## src/rtl/bsram_fifo.sv

```systemverilog
// ---------------------------------------------------------------------------
// bsram_fifo
//   Single-clock first-word-fall-through FIFO on top of one dual-port block
//   RAM (dpram_block).
//
//   The RAM is split by role:
//   - Port A is the write side.
//   - Port B is the read side.
//
//   The FIFO owns the read end of the RAM. Whenever the output slot is free,
//   or is being popped this cycle, it fetches the next stored word. That word
//   appears on rd_data straight from the RAM output register.
//
//   Ports
//     clk        single clock for the FIFO and both RAM ports
//     reset      asynchronous, active-high reset (RAM contents untouched)
//     wr_en      push wr_data this cycle (ignored while full)
//     wr_data    word to push
//     full       RAM holds DEPTH words
//     rd_en      pop the head word (ignored while rd_valid=0)
//     rd_data    head word, valid while rd_valid=1
//     rd_valid   rd_data holds a valid head word
//     count      total occupancy = words in RAM + head word (max DEPTH+1)
//     overflow   sticky: push attempted while full
//     underflow  sticky: pop attempted while rd_valid=0
// ---------------------------------------------------------------------------

// Simple dual-port RAM.
//   Ports
//     clk_a, we_a, addr_a, datain_a   write port
//     clk_b, re_b, addr_b, dataout_b  read port; dataout_b is registered
//   The read data is registered on every read enable. The output register is
//   not reset, which matches block-RAM primitives.
module dpram_block #(
    parameter int DW = 8,
    parameter int AW = 6
) (
    input  logic          clk_a,
    input  logic          we_a,
    input  logic [AW-1:0] addr_a,
    input  logic [DW-1:0] datain_a,
    input  logic          clk_b,
    input  logic          re_b,
    input  logic [AW-1:0] addr_b,
    output logic [DW-1:0] dataout_b
);
    logic [DW-1:0] mem_q [2**AW];
    logic [DW-1:0] dout_q;

    // Write port: store datain_a on a write enable.
    always_ff @(posedge clk_a) begin
        if (we_a) begin
            mem_q[addr_a] <= datain_a;
        end
    end

    // Read port: capture the addressed word into the output register.
    always_ff @(posedge clk_b) begin
        if (re_b) begin
            dout_q <= mem_q[addr_b];
        end
    end

    assign dataout_b = dout_q;
endmodule

module bsram_fifo #(
    parameter int DATA_WIDTH = 8,
    parameter int ADDR_WIDTH = 6
) (
    input  logic                  clk,
    input  logic                  reset,
    input  logic                  wr_en,
    input  logic [DATA_WIDTH-1:0] wr_data,
    output logic                  full,
    input  logic                  rd_en,
    output logic [DATA_WIDTH-1:0] rd_data,
    output logic                  rd_valid,
    output logic [ADDR_WIDTH:0]   count,
    output logic                  overflow,
    output logic                  underflow
);
    localparam int DEPTH = 2 ** ADDR_WIDTH;
    localparam logic [ADDR_WIDTH:0] DEPTH_C = (ADDR_WIDTH + 1)'(DEPTH);

    if (!(DATA_WIDTH == 4 || DATA_WIDTH == 8 || DATA_WIDTH == 16)) begin : g_bad_data_width
        $error("bsram_fifo: DATA_WIDTH must be 4, 8 or 16");
    end
    if (ADDR_WIDTH > 12 || ADDR_WIDTH < 1) begin : g_bad_addr_width
        $error("bsram_fifo: ADDR_WIDTH must be in 1..12");
    end

    // Datapath states.
    // rd_valid and full are decoded from the state rather than held as
    // separate flops. FULL always has rd_valid=1: the head slot is refilled
    // one cycle after the RAM becomes non-empty, long before it can fill.
    typedef enum logic [1:0] {
        ST_EMPTY  = 2'd0,  // no head word
        ST_HEAD   = 2'd1,  // head word only, RAM empty
        ST_STREAM = 2'd2,  // head word plus words in RAM
        ST_FULL   = 2'd3   // RAM holds DEPTH words
    } state_t;

    state_t                  state_q, state_d;
    logic [ADDR_WIDTH-1:0]   wptr_q, wptr_d;
    logic [ADDR_WIDTH-1:0]   rptr_q, rptr_d;
    logic [ADDR_WIDTH:0]     mem_count_q, mem_count_d;
    logic [ADDR_WIDTH:0]     count_q, count_d;
    logic                    overflow_q, overflow_d;
    logic                    underflow_q, underflow_d;

    logic                    rd_valid_s;
    logic                    full_s;
    logic                    rd_valid_d;
    logic                    push_s;
    logic                    pop_s;
    logic                    issue_s;

    // Output decode of the datapath state.
    always_comb begin
        rd_valid_s = 1'b0;
        full_s     = 1'b0;
        case (state_q)
            ST_EMPTY:  begin rd_valid_s = 1'b0; full_s = 1'b0; end
            ST_HEAD:   begin rd_valid_s = 1'b1; full_s = 1'b0; end
            ST_STREAM: begin rd_valid_s = 1'b1; full_s = 1'b0; end
            ST_FULL:   begin rd_valid_s = 1'b1; full_s = 1'b1; end
            default:   begin rd_valid_s = 1'b0; full_s = 1'b0; end
        endcase
    end

    // Request qualification.
    // A RAM read is issued only while the RAM holds data, so the read address
    // is always an older entry than the one being written this cycle.
    always_comb begin
        push_s  = wr_en & ~full_s;
        pop_s   = rd_en & rd_valid_s;
        issue_s = (mem_count_q != {(ADDR_WIDTH + 1){1'b0}}) & (pop_s | ~rd_valid_s);
    end

    // Pointer, occupancy and sticky-flag next-state.
    always_comb begin
        wptr_d      = wptr_q;
        rptr_d      = rptr_q;
        mem_count_d = mem_count_q;
        rd_valid_d  = rd_valid_s;

        if (push_s) begin
            wptr_d = wptr_q + ADDR_WIDTH'(1);
        end else begin
            wptr_d = wptr_q;
        end

        if (issue_s) begin
            rptr_d = rptr_q + ADDR_WIDTH'(1);
        end else begin
            rptr_d = rptr_q;
        end

        case ({push_s, issue_s})
            2'b10:   mem_count_d = mem_count_q + (ADDR_WIDTH + 1)'(1);
            2'b01:   mem_count_d = mem_count_q - (ADDR_WIDTH + 1)'(1);
            default: mem_count_d = mem_count_q;
        endcase

        // An issue refills the head slot even when it is popped on the same edge.
        if (issue_s) begin
            rd_valid_d = 1'b1;
        end else if (pop_s) begin
            rd_valid_d = 1'b0;
        end else begin
            rd_valid_d = rd_valid_s;
        end

        count_d     = mem_count_d + (ADDR_WIDTH + 1)'(rd_valid_d);
        overflow_d  = overflow_q | (wr_en & full_s);
        underflow_d = underflow_q | (rd_en & ~rd_valid_s);
    end

    // Datapath state next-state from the next occupancy and head validity.
    always_comb begin
        state_d = state_q;
        if (!rd_valid_d) begin
            state_d = ST_EMPTY;
        end else if (mem_count_d == DEPTH_C) begin
            state_d = ST_FULL;
        end else if (mem_count_d == {(ADDR_WIDTH + 1){1'b0}}) begin
            state_d = ST_HEAD;
        end else begin
            state_d = ST_STREAM;
        end
    end

    // State register; reset empties the FIFO immediately.
    always_ff @(posedge clk or posedge reset) begin
        if (reset) begin
            state_q     <= ST_EMPTY;
            wptr_q      <= {ADDR_WIDTH{1'b0}};
            rptr_q      <= {ADDR_WIDTH{1'b0}};
            mem_count_q <= {(ADDR_WIDTH + 1){1'b0}};
            count_q     <= {(ADDR_WIDTH + 1){1'b0}};
            overflow_q  <= 1'b0;
            underflow_q <= 1'b0;
        end else begin
            state_q     <= state_d;
            wptr_q      <= wptr_d;
            rptr_q      <= rptr_d;
            mem_count_q <= mem_count_d;
            count_q     <= count_d;
            overflow_q  <= overflow_d;
            underflow_q <= underflow_d;
        end
    end

    dpram_block #(
        .DW (DATA_WIDTH),
        .AW (ADDR_WIDTH)
    ) u_ram (
        .clk_a     (clk),
        .we_a      (push_s),
        .addr_a    (wptr_q),
        .datain_a  (wr_data),
        .clk_b     (clk),
        .re_b      (issue_s),
        .addr_b    (rptr_q),
        .dataout_b (rd_data)
    );

    assign full      = full_s;
    assign rd_valid  = rd_valid_s;
    assign count     = count_q;
    assign overflow  = overflow_q;
    assign underflow = underflow_q;
endmodule

```

## config.mk

```make
export PLATFORM = sky130hd
export DESIGN_NAME = bsram_fifo
export DESIGN_NICKNAME = d
export VERILOG_FILES = /design/src/rtl/bsram_fifo.sv
export SDC_FILE = /design/constraint.sdc
export NUM_CORES = 1
export LEC_CHECK = 0
export ABC_AREA = 1
export BUFFER_PORTS_ARGS = -buffer_cell sky130_fd_sc_hd__clkbuf_2
export CORE_AREA = 2 2 244 150
export DETAILED_ROUTE_END_ITERATION = 16
export DIE_AREA = 0 0 246 152
export PLACE_DENSITY = 0.84
export SLEW_MARGIN = 20
export SYNTH_ARGS = -nofsm -noshare
export SYNTH_HDL_FRONTEND = slang
export SYNTH_SLANG_ARGS = --single-unit
export TNS_END_PERCENT = 10
```

## constraint.sdc

```tcl
create_clock -name clk -period 6.1 [get_ports clk]
set_input_delay 0.305 -clock clk [delete_from_list [all_inputs] [get_ports clk]]
set_output_delay 0.305 -clock clk [all_outputs]
set_load 0.01 [all_outputs]
```

# == Word-level counts from Yosys, hierarchy flattened ==
# Memories as Yosys holds them, arrays and structs flattened. A register that Yosys moved wholly into a read port is not among the register bits.
# Index checks and enable logic that the tools add are counted.
# classes
addsub,5
n_eq_ne,6
muxes,10
bitwise_logic,10
reduce_logical,5
# ops
op,n
$pmux 7 s2,1
$add 6x1->6 const B,2
$add 7x1->7,1
$add 7x1->7 const B,1
$eq 7x7->1 const B,1
$logic_not 7->1,1
$reduce_bool 7->1,1
$sub 7x1->7 const B,1
$eq 2x2->1 const B,3
$mux 2,3
$reduce_or 3->1,2
$and 1x1->1,5
$eq 2x1->1 const B,2
$mux 1,4
$pmux 1 s2,2
$or 1x1->1,3
$logic_not 2->1,1
$not 1->1,2
# word_totals
register_bits,30
ramBits,512
inputBits,12
out_inout_bits,19
n_memories,1
# mem_list
name,depth,width,read_ports,rd_clocked_by_memory_dff,wr,line_no,text
u_ram.mem_q,64,8,1,1,1,47,logic [DW-1:0] mem_q [2**AW];

# == Longest topological paths before layout ==
# Gate-level depths: netlist of run 1.
# depth
word_depth,12
ltp_mapped,17
ltp_nobuf,17

# == Hierarchy ==
# From an unflattened synthesis of run 1, not the netlist that was laid out.
# unflattened
hier_cells,1978
area_unflattened_um2,23017.1
# modules_own_cells
mod,instances,cells_each,area_each_um2
dpram_block,1,1805,21419.3
bsram_fifo,1,173,1597.8

# == Least setup slack after synthesis of run 1 ==
# Ideal clock, no wire load.
# synth_path
kind,register to register
startpoint,register mem_count_q[3]
endpoint,register count_q[6] (netlist: count[6])
setup_ps,117
t_arrival_ps,2893
setup_slack_ps,3090
stages_incl_launch_ff,15
cell_sequence,dfrtp_1 -> nor4_1 -> nand2_1 -> nand2_1 -> clkinv_1 -> ha_1 -> fa_1 -> inv_1 -> o21ai_0 -> ha_1 -> nand4_1 -> nor2_1 -> nand2_1 -> nand2_1 -> nand2_1
# synth_via
elab_chain_len,5
elab_cells_between_ends,9
cone_classes,3 x add/sub; 2 x eq/ne; 2 x mux; 1 x bitwise; 1 x reduce/logical
# synth_lines
item,line_no,text
from (decl),107,"logic [ADDR_WIDTH:0] mem_count_q, mem_count_d;"
from (signal assigned),200,mem_count_q <= {(ADDR_WIDTH + 1){1'b0}};
from (signal assigned),208,mem_count_q <= mem_count_d;
$reduce_bool 7->1 (*),138,issue_s = (mem_count_q != {(ADDR_WIDTH + 1){1'b0}}) & (pop_s | ~rd_valid_s);
$and 1x1->1 (*),138,
net issue_s,117,logic issue_s;
$eq 2x1->1 / $eq 2x2->1 (equally long branches),160,"case ({push_s, issue_s})"
$pmux 7 s2 (*),160,
net mem_count_d[1],107,
$add 7x1->7 (*),175,count_d = mem_count_d + (ADDR_WIDTH + 1)'(rd_valid_d);
net count_d[6],108,"logic [ADDR_WIDTH:0] count_q, count_d;"
to (signal assigned),201,count_q <= {(ADDR_WIDTH + 1){1'b0}};
to (signal assigned),209,count_q <= count_d;
to (decl),108,
# Mark *: on every way through the listed nets, which the timed path passes. The rest lies on a longest branch.
# A chain may end at the register's enable or synchronous reset.

# == Worst setup path after layout of run 1 ==
# layout_path
startpoint,register mem_count_q[1]
endpoint,register count_q[6] (netlist: count[6])
# Same word-level chain as after synthesis.

==> run_results.csv, run 1 <==
group,metric,value,unit
grt,grt_first_pass_wirelength,85.3,mm
sta,hold_violations,0,
logic_synthesis,avgSynthCellArea,12.1,sq um
logic_synthesis,syn-cell-area,22600,sq um
sta,drv_slew,0,
sta,final.setup_skew,0.0160,ns
grt,antenna_found_initial,0,
finish,final_common_cell,"edfxtp_1",
logic_synthesis,synth_flop_cell,"edfxtp_1",
finish,num-fill-cells,2352,
setup_path,r2r_setup_slack,2.17,ns
logic_synthesis,synth-edff-count,520,
route,vias,15153,
route,wl_per_cell,23.5,microns
route,post_drt_via_cell_ratio,6.40,
sta,setup-violations-final,0,
route,drt_iter0_markers,2729,
logic_synthesis,yosys_warnings,0,
placed_design,post-place-cells,2284,
logic_synthesis,synth_seq_area_share,0.724,
route,drt_wl_total,55.8,mm
pwr,power_density,482,nW/um^2
logic_synthesis,synth_cell_type_count,40,
clock_tree,cts_tree,"yes",
setup_path,cp-end-kind,"register",
finish,diodes,0,
clock_tree,clkTransAtPathRegs,0.07,ns
logic_synthesis,yosys-top-cells-area,"edfxtp_1 (69%), nor2_1 (6.6%), o21ai_0 (3.7%)",
die,die-area,37400,sq um
setup_path,critical_path_required,6.57,ns
pwr,power.total,11.8,mW
finish,fin_nets,1881,
finish,area_growth,8.35,%
clock_tree,cts.path.max_buffers,3,
outcome,outcome,"finished, final reports clean",
placed_design,post-dp-hpwl,32.1,mm
placed_design,gp_congestion,0.907,
logic_synthesis,ys_ff_latch,550,
logic_synthesis,postSynth.asyncResetShare,0.0545,
setup_path,setup.worst_path.start_class,"register",
setup_path,cp.arrival,4.40,ns
clock_tree,cts.sinks,550,
sta,min_period_over_period,0.644,
logic_synthesis,yosysTopAreaCellShare,0.691,
finish,fin_util,0.690,
setup_path,path_max_fanout,16,
route,drc,0,
finish,drive_above_1_share,0.0735,
logic_synthesis,syn_inst,1865,
sta,setup_tns,0,ns
sta,fin_crit,3.93,ns
clock_tree,clock_latency,0.57,ns
route,drt.antenna.violating_nets,0,
sta,tightest_slew,1.14,ns
clock_tree,numCtsBuffers,47,
die,die_h,152,microns
die,num_rows,54,
route,drt_pass1_iterations,6,
die,core_area,35500,sq um
grt,overflow,0,
clock_tree,htree_levels,2,
finish,final_cells,2368,
die,die_w,246,microns
placed_design,port_buffers,30,
grt,track_usage,0.303,
logic_synthesis,yosysTopAreaCell,"edfxtp_1",
logic_synthesis,synthesis.nets,1888,
die,start_util,0.637,
run,maxCapViolCount,0,
grt,grt_max_degree,133,
grt,grt_pass1_vias,14779,
finish,layout_common_cells,"edfxtp_1 (520), nor2_1 (398), nand2_1 (224)",
sta,max_freq,255,MHz
clock_tree,cts_resized,0,
pwr,p_leak,8.36,nW
clock_tree,cts_root_buf,"clkbuf_16",
setup_path,critPathKind,"register to register",
finish,regArea,16400,sq um
finish,multi_input_area,5390,sq um
die,ioPinCount,31,
sta,relSlewSlack,0.240,
sta,rsz0062_at_grt,"no",
pwr,ir_drop,0.324,mV
worst_hold_path,hold_path.class,"input pin to register",
==> cells in the mapped netlist, types with 2 or more instances <==
library cell,number
nand4_1,4
a21oi_1,39
nand3b_1,2
inv_2,4
nor3_1,4
or2_1,3
xor2_1,12
buf_4,12
dfrtp_1,30
buf_2,29
edfxtp_1,520
o211ai_1,64
nand2_1,224
or2_2,2
buf_1,6
buf_6,20
xnor2_1,2
o21ai_0,169
nor2_4,2
o21bai_1,2
clkbuf_1,39
ha_1,10
inv_1,45
or2_0,3
clkinv_1,2
o22ai_1,15
nand3_1,125
o21ai_1,67
nor2_1,398
==> path summary, 6_finish.rpt <==
kind                                 from        end  depth (start not counted)
setup reg to reg           mem_count_q[1]   count[6]                         14
hold reg to reg                 underflow  underflow                          1
min in group asynchronous           reset   count[6]                          4
setup / recovery           mem_count_q[1]   count[6]                         14
max in group asynchronous           reset  rptr_q[1]                          4
hold / removal                      rd_en  underflow                          3
==> worst max-delay path, cell delays in order, from the launching register on <==
cell and delay (ns):
dfrtp_1 0.44, nor4_1 0.26, nand2_1 0.13, nand2_1 0.14, clkinv_1 0.53, ha_1 0.57
fa_1 0.52, inv_1 0.03, o21ai_0 0.40, ha_1 0.28, nand4_1 0.16, nor2_1 0.16
nand2_1 0.07, nand2_1 0.06, nand2_1 0.05
==> sequential cells by signal, summed over array words and instances (netlist names) <==
| name | cells |
|---|---|
| rptr_q | 6 |
| state_q | 2 |
| underflow | 1 |
| u_ram.dataout_b | 8 |
| count | 7 |
| wptr_q | 6 |
| mem_count_q | 7 |
| u_ram.mem_q | 512 |
| overflow | 1 |
==> power by group <==
part / internal, mW / switching [mW]
logic: 1.07 / 2.87
registers: 4.43 / 0.273
clock network: 1.80 / 1.35
==> stage by stage <==
| step | worst slack [ns] | hold slack (ns) | area (sq um) |
|---|---|---|---|
| floorplan | 3.09 | 0.396 | 22600 |
| global placement | 2.32 | 0.391 | 22900 |
| detailed placement | 2.26 | 0.404 | 22900 |
| CTS | 2.23 | 0.0118 | 24500 |
| global route | 1.81 | 0.0432 | 24500 |
| finish | 2.17 | 0.0247 | 24500 |
==> per-layer routing <==
layer  vias to the layer above  track usage  part of all wire
met5                         -            0                 0
met2                      1122        0.439              0.44
met4                         0       0.0903             0.029
met3                       136       0.0797              0.14
met1                      7298        0.456              0.38
li1                       6597            -                 -
==> final cells by class <==
class | instances | area share
Clock inverter | 30 | 0.0148
Inverter | 52 | 0.00817
Multi-Input combinational cell | 1156 | 0.220
Clock buffer | 53 | 0.0507
Sequential cell | 550 | 0.669
Timing Repair Buffer | 51 | 0.0132
Tap cell | 476 | 0.0243
==> kinds of logic (layout without fill, tap and decap cells) <==
group,Yosys count,after routing,synth area share
AO/OA/AOI/OAI,359,359,0.0882
XOR/XNOR,14,14,0.00543
adder cells (fa/ha/maj),11,11,0.00642
buffers and inverters,159,186,0.0375
flip-flops,550,550,0.724
AND/OR/NAND/NOR,772,772,0.138
==> what timing repair did <==
| item | 4_1_cts | 5_1_grt |
|---|---|---|
| buffers inserted | 0 | 0 |
| endpoints found under the hold margin | 30 | 0 |
| hold buffers | 1 | 0 |
No activity file was read; power rests on OpenSTA's default activity.
==> inputs of run 2 (changes only) <==
CORE_AREA = 2 2 248 152   (was 2 2 244 150)
DIE_AREA = 0 0 250 154   (was 0 0 246 152)
PLACE_DENSITY = 0.82   (was 0.84)
clock period = 3.8 ns   (was 6.1 ns; I/O delays follow)
==> run 2 against run 1 <==
Compared with the run above: routed wire length shrank 2.8%; die area grew 3.0%; final cell count rose by 0.63%; critical endpoint unchanged; critical path depth did not move; count of clock-buffer cells in the layout grew 5; flip-flop and latch count is the same; worst setup slack got worse by 1.6 ns; sequential share of layout area is essentially flat; utilization shrank 1.2 points; first-iteration DRC count down 21%; final area hardly changed; non-clock buffer count grew 12.
==> run_results.csv, run 2 (synthesis results as in run 1) <==
group,metric,value,unit
outcome,outcome,"finished, final reports clean",
route,vias,14867,
pwr,intPower,11.4,mW
sta,final.setup_skew,0.0163,ns
sta,setup_tns,0,ns
setup_path,critical_path_required,4.26,ns
sta,rsz0062_at_grt,"no",
sta,min_period_over_period,0.861,
sta,tightest_slew,1.00,ns
sta,setup-violations-final,0,
die,die_w,250,microns
worst_hold_path,hold_path.class,"input pin to async pin",
clock_tree,cts_tree,"yes",
grt,grt_max_degree,132,
clock_tree,clock_latency,0.57,ns
grt,grt_pass1_vias,14320,
pwr,power_density,757,nW/um^2
die,core_area,36100,sq um
route,drc,0,
finish,final_common_cell,"edfxtp_1",
grt,grt_first_pass_wirelength,81.9,mm
sta,hold_violations,0,
finish,diodes,0,
sta,fin_crit,3.27,ns
sta,drv_slew,0,
clock_tree,cts.sinks,550,
route,post_drt_via_cell_ratio,6.24,
pwr,power_frac_comb,0.344,
clock_tree,htree_levels,2,
route,drt_pass1_iterations,6,
setup_path,path_max_fanout,7,
pwr,netSwitchingFraction,0.383,
placed_design,detailedPlace.worstSlack,0.611,ns
die,die-area,38500,sq um
finish,area_growth,8.35,%
clock_tree,numCtsBuffers,48,
finish,layout_common_cells,"edfxtp_1 (520), nor2_1 (398), nand2_1 (224)",
die,start_util,0.626,
finish,largest_register_ffs,512,
finish,fin_nets,1894,
clock_tree,postCtsSetupBuffers,0,
setup_path,cp.arrival,3.73,ns
setup_path,cp-end-kind,"register",
pwr,power_frac_seq,0.406,
placed_design,post_dp_cell_area,23000,sq um
sta,max_freq,306,MHz
pwr,p_leak,8.37,nW
clock_tree,cts_root_buf,"clkbuf_16",
placed_design,port_buffers,30,
route,drt_wl_total,54.2,mm
grt,antenna_found_initial,0,
die,die_h,154,microns
route,drt.antenna.violating_nets,0,
setup_path,setup.worst_path.start_class,"register",
route,wl_per_cell,22.8,microns
pwr,ir_drop,0.505,mV
placed_design,post-dp-hpwl,32.4,mm
pwr,p_sw,7.11,mW
die,num_rows,54,
route,drt_iter0_markers,2143,
grt,overflow,0,
die,ioPinCount,31,
finish,stdcell_area,24500,sq um
clock_tree,cts.path.max_buffers,3,
sta,setup_ws,0.530,ns
finish,largest-register,"u_ram.mem_q",
setup_path,r2r_setup_slack,0.53,ns
clock_tree,clkTransAtPathRegs,0.07,ns
finish,drive_above_1_share,0.0739,
setup_path,critPathKind,"register to register",
run,maxCapViolCount,0,
sta,relSlewSlack,0.331,
placed_design,gp_congestion,0.928,
pwr,pwr-share-clk,0.250,
grt,track_usage,0.281,
## run 2: worst paths after layout
check | endpoint | depth (start not counted) | startpoint
setup / recovery | count[6] | 14 | mem_count_q[0]
hold / removal | overflow | 4 | reset
setup reg to reg | count[6] | 14 | mem_count_q[0]
hold reg to reg | underflow | 1 | underflow
max in group asynchronous | rptr_q[1] | 4 | reset
min in group clk | u_ram.mem_q[37][4] | 2 | wr_data[4]
## run 2: final cells by class
type	count	area, sq um
timing repair buffer	63	480
sequential	550	16400
inverter	52	200
clock buffer	58	1260
fill	2461	11600
clock inverter	28	190
multi-input combinational	1156	5390
tap	476	596
## run 2: what timing repair did
item,CTS,global route
gates resized for setup,0,0
hold endpoints to repair,32,0
hold buffers,3,0
## run 2: layer usage
metal  GRT usage  vias up  routed length (microns)
li1            -     6639                        -
met1       0.407     7221                    22200
met2       0.418      887                    23700
met3      0.0801      120                     6910
met4      0.0890        0                     1390
met5           0        -                        0
## run 2: power groups by stage
stage | clock network (mW) | registers [mW] | logic [mW]
2_1_floorplan | 0 | 7.40 | 4.50
3_3_place_gp | 0 | 7.62 | 5.97
3_5_place_dp | 0 | 7.64 | 6.17
4_1_cts | 4.66 | 7.52 | 6.24
5_1_grt | 4.88 | 7.57 | 6.92
6_report | 4.63 | 7.53 | 6.38
## run 2: metrics by stage
step,hold WS (ns),util,power [mW],instances
2_1_floorplan,0.281,-,11.9,1865
3_3_place_gp,0.269,0.638,13.6,2294
3_5_place_dp,0.284,0.638,13.8,2294
4_1_cts,0.242,0.679,18.4,2383
5_1_grt,0.287,0.679,19.4,2383
6_report,0.244,0.679,18.5,2383
## run 2: worst max-delay path, cell delays in order (launching register included)
cell      delay (ns)
dfrtp_1         0.48
nor3_1          0.23
nand2_1         0.11
nand2_1         0.12
clkinv_1        0.10
ha_1            0.30
fa_1            0.54
inv_1           0.05
o21ai_0         0.42
ha_1            0.29
nand4_1         0.15
nor2_1          0.18
nand2_1         0.08
nand2_1         0.06
nand2_1         0.05
